## src/rtl/read_ctrl_header_fsm_pkg.sv

```systemverilog
// Shared definitions for the header-buffer read sequencer and the header register block.
package read_ctrl_header_fsm_pkg;

    localparam int unsigned LINE_W_DEF  = 2;
    localparam int unsigned CHAR_W_DEF  = 9;
    localparam int unsigned BODY_LEN_W  = 16;
    localparam int unsigned VLAN_W      = 4;
    localparam int unsigned FRAME_CNT_W = 16;

    // Last char index of a header; the header register block uses the same value.
    localparam logic [CHAR_W_DEF-1:0] TOTAL_HEADER_LENGTH_DEF = 9'd15;

    // Binary 2-bit state encoding.
    typedef enum logic [1:0] {
        S_IDLE      = 2'd0,
        S_HDR       = 2'd1,
        S_DESC      = 2'd2,
        S_BODY_WAIT = 2'd3
    } state_e;

    // Descriptor handed to the body reader.
    typedef struct packed {
        logic [BODY_LEN_W-1:0] body_length;
        logic [VLAN_W-1:0]     vlan;
    } desc_t;

endpackage

```

## src/rtl/read_ctrl_header_fsm.sv

```systemverilog
// Read-side sequencer for the header line buffer: streams one header per line,
// hands a descriptor to the body reader and returns the line to the writer.
module read_ctrl_header_fsm
    import read_ctrl_header_fsm_pkg::*;
#(
    parameter int unsigned          LINE_W              = LINE_W_DEF,
    parameter int unsigned          CHAR_W              = CHAR_W_DEF,
    parameter logic [CHAR_W-1:0]    TOTAL_HEADER_LENGTH = CHAR_W'(TOTAL_HEADER_LENGTH_DEF)
) (
    input  logic                     clk,
    input  logic                     rst,
    input  logic                     en,
    input  logic [LINE_W-1:0]        wr_line_commit,
    input  logic                     tlast_flag,
    input  logic [BODY_LEN_W-1:0]    body_length,
    input  logic [VLAN_W-1:0]        vlan_ptr,
    output logic [LINE_W+CHAR_W-1:0] rd_ptr,
    output logic                     m_tvalid,
    input  logic                     m_tready,
    output logic                     m_tlast,
    output logic                     desc_valid,
    input  logic                     desc_ready,
    output logic [BODY_LEN_W-1:0]    desc_body_length,
    output logic [VLAN_W-1:0]        desc_vlan,
    input  logic                     body_done,
    output logic                     line_release,
    output logic                     empty,
    output logic [FRAME_CNT_W-1:0]   frame_cnt
);

    state_e                 state_q, state_d;
    logic [LINE_W-1:0]      rd_line_q, rd_line_d;
    logic [CHAR_W-1:0]      rd_char_q, rd_char_d;
    desc_t                  desc_q, desc_d;
    logic [FRAME_CNT_W-1:0] frame_cnt_q, frame_cnt_d;
    logic                   line_release_q, line_release_d;
    logic                   hdr_last_c;

    // State, pointers, descriptor and counters; synchronous reset drops any partial frame.
    always_ff @(posedge clk) begin
        if (rst) begin
            state_q        <= S_IDLE;
            rd_line_q      <= '0;
            rd_char_q      <= '0;
            desc_q         <= '0;
            frame_cnt_q    <= '0;
            line_release_q <= 1'b0;
        end else begin
            state_q        <= state_d;
            rd_line_q      <= rd_line_d;
            rd_char_q      <= rd_char_d;
            desc_q         <= desc_d;
            frame_cnt_q    <= frame_cnt_d;
            line_release_q <= line_release_d;
        end
    end

    // Next-state and register updates; the char index also caps the header in case tlast_flag is late.
    always_comb begin
        state_d        = state_q;
        rd_line_d      = rd_line_q;
        rd_char_d      = rd_char_q;
        desc_d         = desc_q;
        frame_cnt_d    = frame_cnt_q;
        line_release_d = 1'b0;
        hdr_last_c     = tlast_flag || (rd_char_q == TOTAL_HEADER_LENGTH);

        case (state_q)
            S_IDLE: begin
                rd_char_d = '0;
                if (en && !empty) begin
                    state_d = S_HDR;
                end
            end
            S_HDR: begin
                if (m_tready) begin
                    if (hdr_last_c) begin
                        rd_char_d          = '0;
                        desc_d.body_length = body_length;
                        desc_d.vlan        = vlan_ptr;
                        state_d            = S_DESC;
                    end else begin
                        rd_char_d = rd_char_q + CHAR_W'(1);
                    end
                end
            end
            S_DESC: begin
                if (desc_ready) begin
                    state_d = S_BODY_WAIT;
                end
            end
            S_BODY_WAIT: begin
                if (body_done) begin
                    rd_line_d      = rd_line_q + LINE_W'(1);
                    line_release_d = 1'b1;
                    frame_cnt_d    = frame_cnt_q + FRAME_CNT_W'(1);
                    state_d        = S_IDLE;
                end
            end
            default: begin
                state_d = S_IDLE;
            end
        endcase
    end

    // Moore outputs decoded from the registers; m_tlast and empty pass through combinationally.
    assign rd_ptr           = {rd_line_q, rd_char_q};
    assign m_tvalid         = (state_q == S_HDR);
    assign m_tlast          = (state_q == S_HDR) && tlast_flag;
    assign desc_valid       = (state_q == S_DESC);
    assign desc_body_length = desc_q.body_length;
    assign desc_vlan        = desc_q.vlan;
    assign line_release     = line_release_q;
    assign empty            = (rd_line_q == wr_line_commit);
    assign frame_cnt        = frame_cnt_q;

endmodule

```

## config.mk

```make
export PLATFORM = sky130hd
export DESIGN_NAME = read_ctrl_header_fsm
export DESIGN_NICKNAME = d
export VERILOG_FILES = /design/src/rtl/read_ctrl_header_fsm_pkg.sv /design/src/rtl/read_ctrl_header_fsm.sv
export SDC_FILE = /design/constraint.sdc
export NUM_CORES = 1
export LEC_CHECK = 0
export ABC_AREA = 0
export CAP_MARGIN = 20
export CORE_MARGIN = 2
export CORE_UTILIZATION = 45
export DETAILED_ROUTE_END_ITERATION = 16
export PLACE_DENSITY = 0.81
export SLEW_MARGIN = 20
export SYNTH_ARGS = -nofsm -noshare
export SYNTH_HDL_FRONTEND = slang
export SYNTH_SLANG_ARGS = --single-unit
```

## constraint.sdc

```tcl
create_clock -name clk -period 4.1 [get_ports clk]
set_input_delay 0.41 -clock clk [delete_from_list [all_inputs] [get_ports clk]]
set_output_delay 0.41 -clock clk [all_outputs]
set_load 0.01 [all_outputs]
```

==> qor.yml <==
status:
  status: "finished clean"
floorplanning:
  core_region_area_um2: 4755
  die_y_um: 74.39
  die_w_um: 74.39
  initial_core_util_pct: 46.89
  core.rowCount: 25
  dieArea_um2: 5534
  num_io_pins: 81
synth:
  synthTopCellsByCount: "50 x dfxtp_1, 31 x nand3_1, 30 x a21oi_1"
  yosysWarnings: 0
  synth_top_area_share_pct: 44.89
  async_reset_ff_share_pct: 0
  synth_flop_cell: "dfxtp_1"
  syn_area_um2: 2230
  syn_nets: 295
  avgSynthCellArea_um2: 8.576
  yosysTopAreaCell: "dfxtp_1"
  syn_inst: 260
  yosysSeqAreaShare_pct: 44.89
  synth_cell_types: 35
  synth_most_common_cell: "dfxtp_1"
  ys_ff_latch: 50
  synth.area.top_cells: "dfxtp_1 45%, nand3_1 7.0%, a21oi_1 6.7%, o21ai_0 5.6%, xor2_1 4.7%"
  synth_edf_count: 0
cells_and_area:
  drive_gt1_share_pct: 5.075
  stdcell_count: 402
  synthToLayoutAreaGrowth_pct: 41.64
  stdcell_area_um2: 3158
  fin_nets: 370
  final_util_pct: 66.42
  num_antenna_cells: 0
setup_path:
  crit_path_end_kind: "primary output"
  criticalPathCategory: "reg -> out"
  worstPathArrival_ns: 1.70
  worst_ep_required_time_ns: 3.69
  cp-start-kind: "register"
  crit_path_max_fanout: 7
  reg2reg_depth: 5
timing:
  rsz0062_at_grt: "no"
  finalCritPeriodShare_pct: 51.48
  setup_viol: 0
  slew_viol_final: 0
  fin_worst_skew_ns: 0.01202
  fin_crit_ns: 2.111
  hold_violations: 0
  tns_ns: 0
  tightest_slew_ns: 0.7373
  relSlewSlack_pct: 50.85
  fmax_ghz: 0.4737
  hold_ws_ns: 0.4810
  setup_slack_ns: 1.989
min_path:
  hold-path-cell-count: 2
  hp-class: "reg -> reg"
run:
  maxCapViolCount: 0
grt:
  globalRouteOverflowTotal: 0
  grt_max_degree: 33
  grtUsageTotal_pct: 19.72
  grt_pass1_vias: 1882
  grt_pass1_wl_mm: 8.618
  antenna_found_initial: 0
place:
  port_buffers: 80
  place_inst: 395
  post-place-ws_ns: 1.985
  hpwl_mm: 3.979
  place_congestion: 0.8075
  post_dp_cell_area_um2: 3075
clock_tree:
  hold_buffers: 0
  clk_pin_slew_ns: 0.09
  worstSkewPairLatency_ns: 0.30
  cts.sinks: 50
  cts_resized: 0
  cts-root-buf: "clkbuf_8"
  cts_inserted_buffers: 5
  postCtsSetupBuffers: 0
  clk_path_buf_depth: 2
  tritoncts: "yes"
  h-tree-depth: 2
route:
  drt_pre_antenna_iters: 4
  route.detailed.drc: 0
  wire_per_inst_um: 13.95
  wl_mm: 5.608
  ant_nets: 0
  avgViaCountPerCell: 5.291
  num_vias: 2127
  drtIter0Drc: 137
power_and_ir_drop:
  power.density_nw_per_um2: 355.1
  power_leakage_nw: 1.051
  ir_worst_vdd_v: 0.0001968
  power.total_mw: 1.122
-- final timing paths --
path	start	slack, ns	to
worst max-delay path	state_q[1]	1.99	m_tlast
worst min register to register	desc_vlan[3]	0.48	desc_vlan[3]
worst min-delay path	desc_vlan[3]	0.48	desc_vlan[3]
worst max register to register	state_q[1]	2.16	rd_char_q[7]
-- cells in the final DEF (no fill, tap or decap), types with 3 or more instances in the layout --
master,synthesis,final
nor2_1,22,22
a21oi_1,30,30
ha_1,6,6
nor3_1,4,4
nand2_1,12,12
and2_1,4,4
o21ai_0,25,25
dfxtp_1,50,50
xor2_1,12,12
nand4_1,5,5
nand3_1,31,31
inv_1,6,6
xnor2_1,9,9
nand2b_1,3,3
clkdlybuf4s50_1,0,80
clkbuf_8,0,5
-- sequential cells by signal, indices dropped and copies added, names as in the netlist --
| name | cells |
|---|---|
| desc_body_length | 16 |
| frame_cnt | 16 |
| rd_char_q | 9 |
| desc_vlan | 4 |
| rd_line_q | 2 |
| state_q | 2 |
| line_release | 1 |
-- metal layers --
| layer | vias to the layer above | global-route usage (%) | routed length, um |
|---|---|---|---|
| met5 | - | 0 | 0 |
| met4 | 0 | 5.357 | 9 |
| met3 | 3 | 5.827 | 417 |
| met2 | 70 | 31.96 | 2695 |
| met1 | 992 | 25.78 | 2485 |
| li1 | 1062 | - | - |
-- power breakdown --
group | total (mW) | leakage, nW | internal (mW) | switching [mW]
clock network | 0.277 | 0.0444 | 0.118 | 0.159
logic | 0.312 | 0.603 | 0.145 | 0.167
registers | 0.533 | 0.404 | 0.513 | 0.0195
-- final cells by class --
type                    count  area [um2]
repair buffers             82       815.8
multi-input cells         190        1152
fillers                   421        1597
flip-flops and latches     50        1001
clock buffers               5       68.82
inverters                   6       22.52
clock inverters             2       13.76
well taps                  67       83.83
-- kinds of logic (layout without fill, tap and decap cells) --
kind of cell,count (synthesis),after routing,synth area share (%)
buf+inv,20,95,3.423
mux,3,3,1.403
xor+xnor,21,21,8.249
flops,50,50,44.89
compound gates,63,63,15.04
simple gates,97,97,23.62
fa+ha+maj,6,6,3.367
-- worst max-delay path, cell delays in order, from the launching register on --
cell,delay [ns]
dfxtp_1,0.35
inv_1,0.08
ha_1,0.28
and2_1,0.16
clkdlybuf4s50_1,0.52
Note: power is estimated with default switching activity, not from simulation.
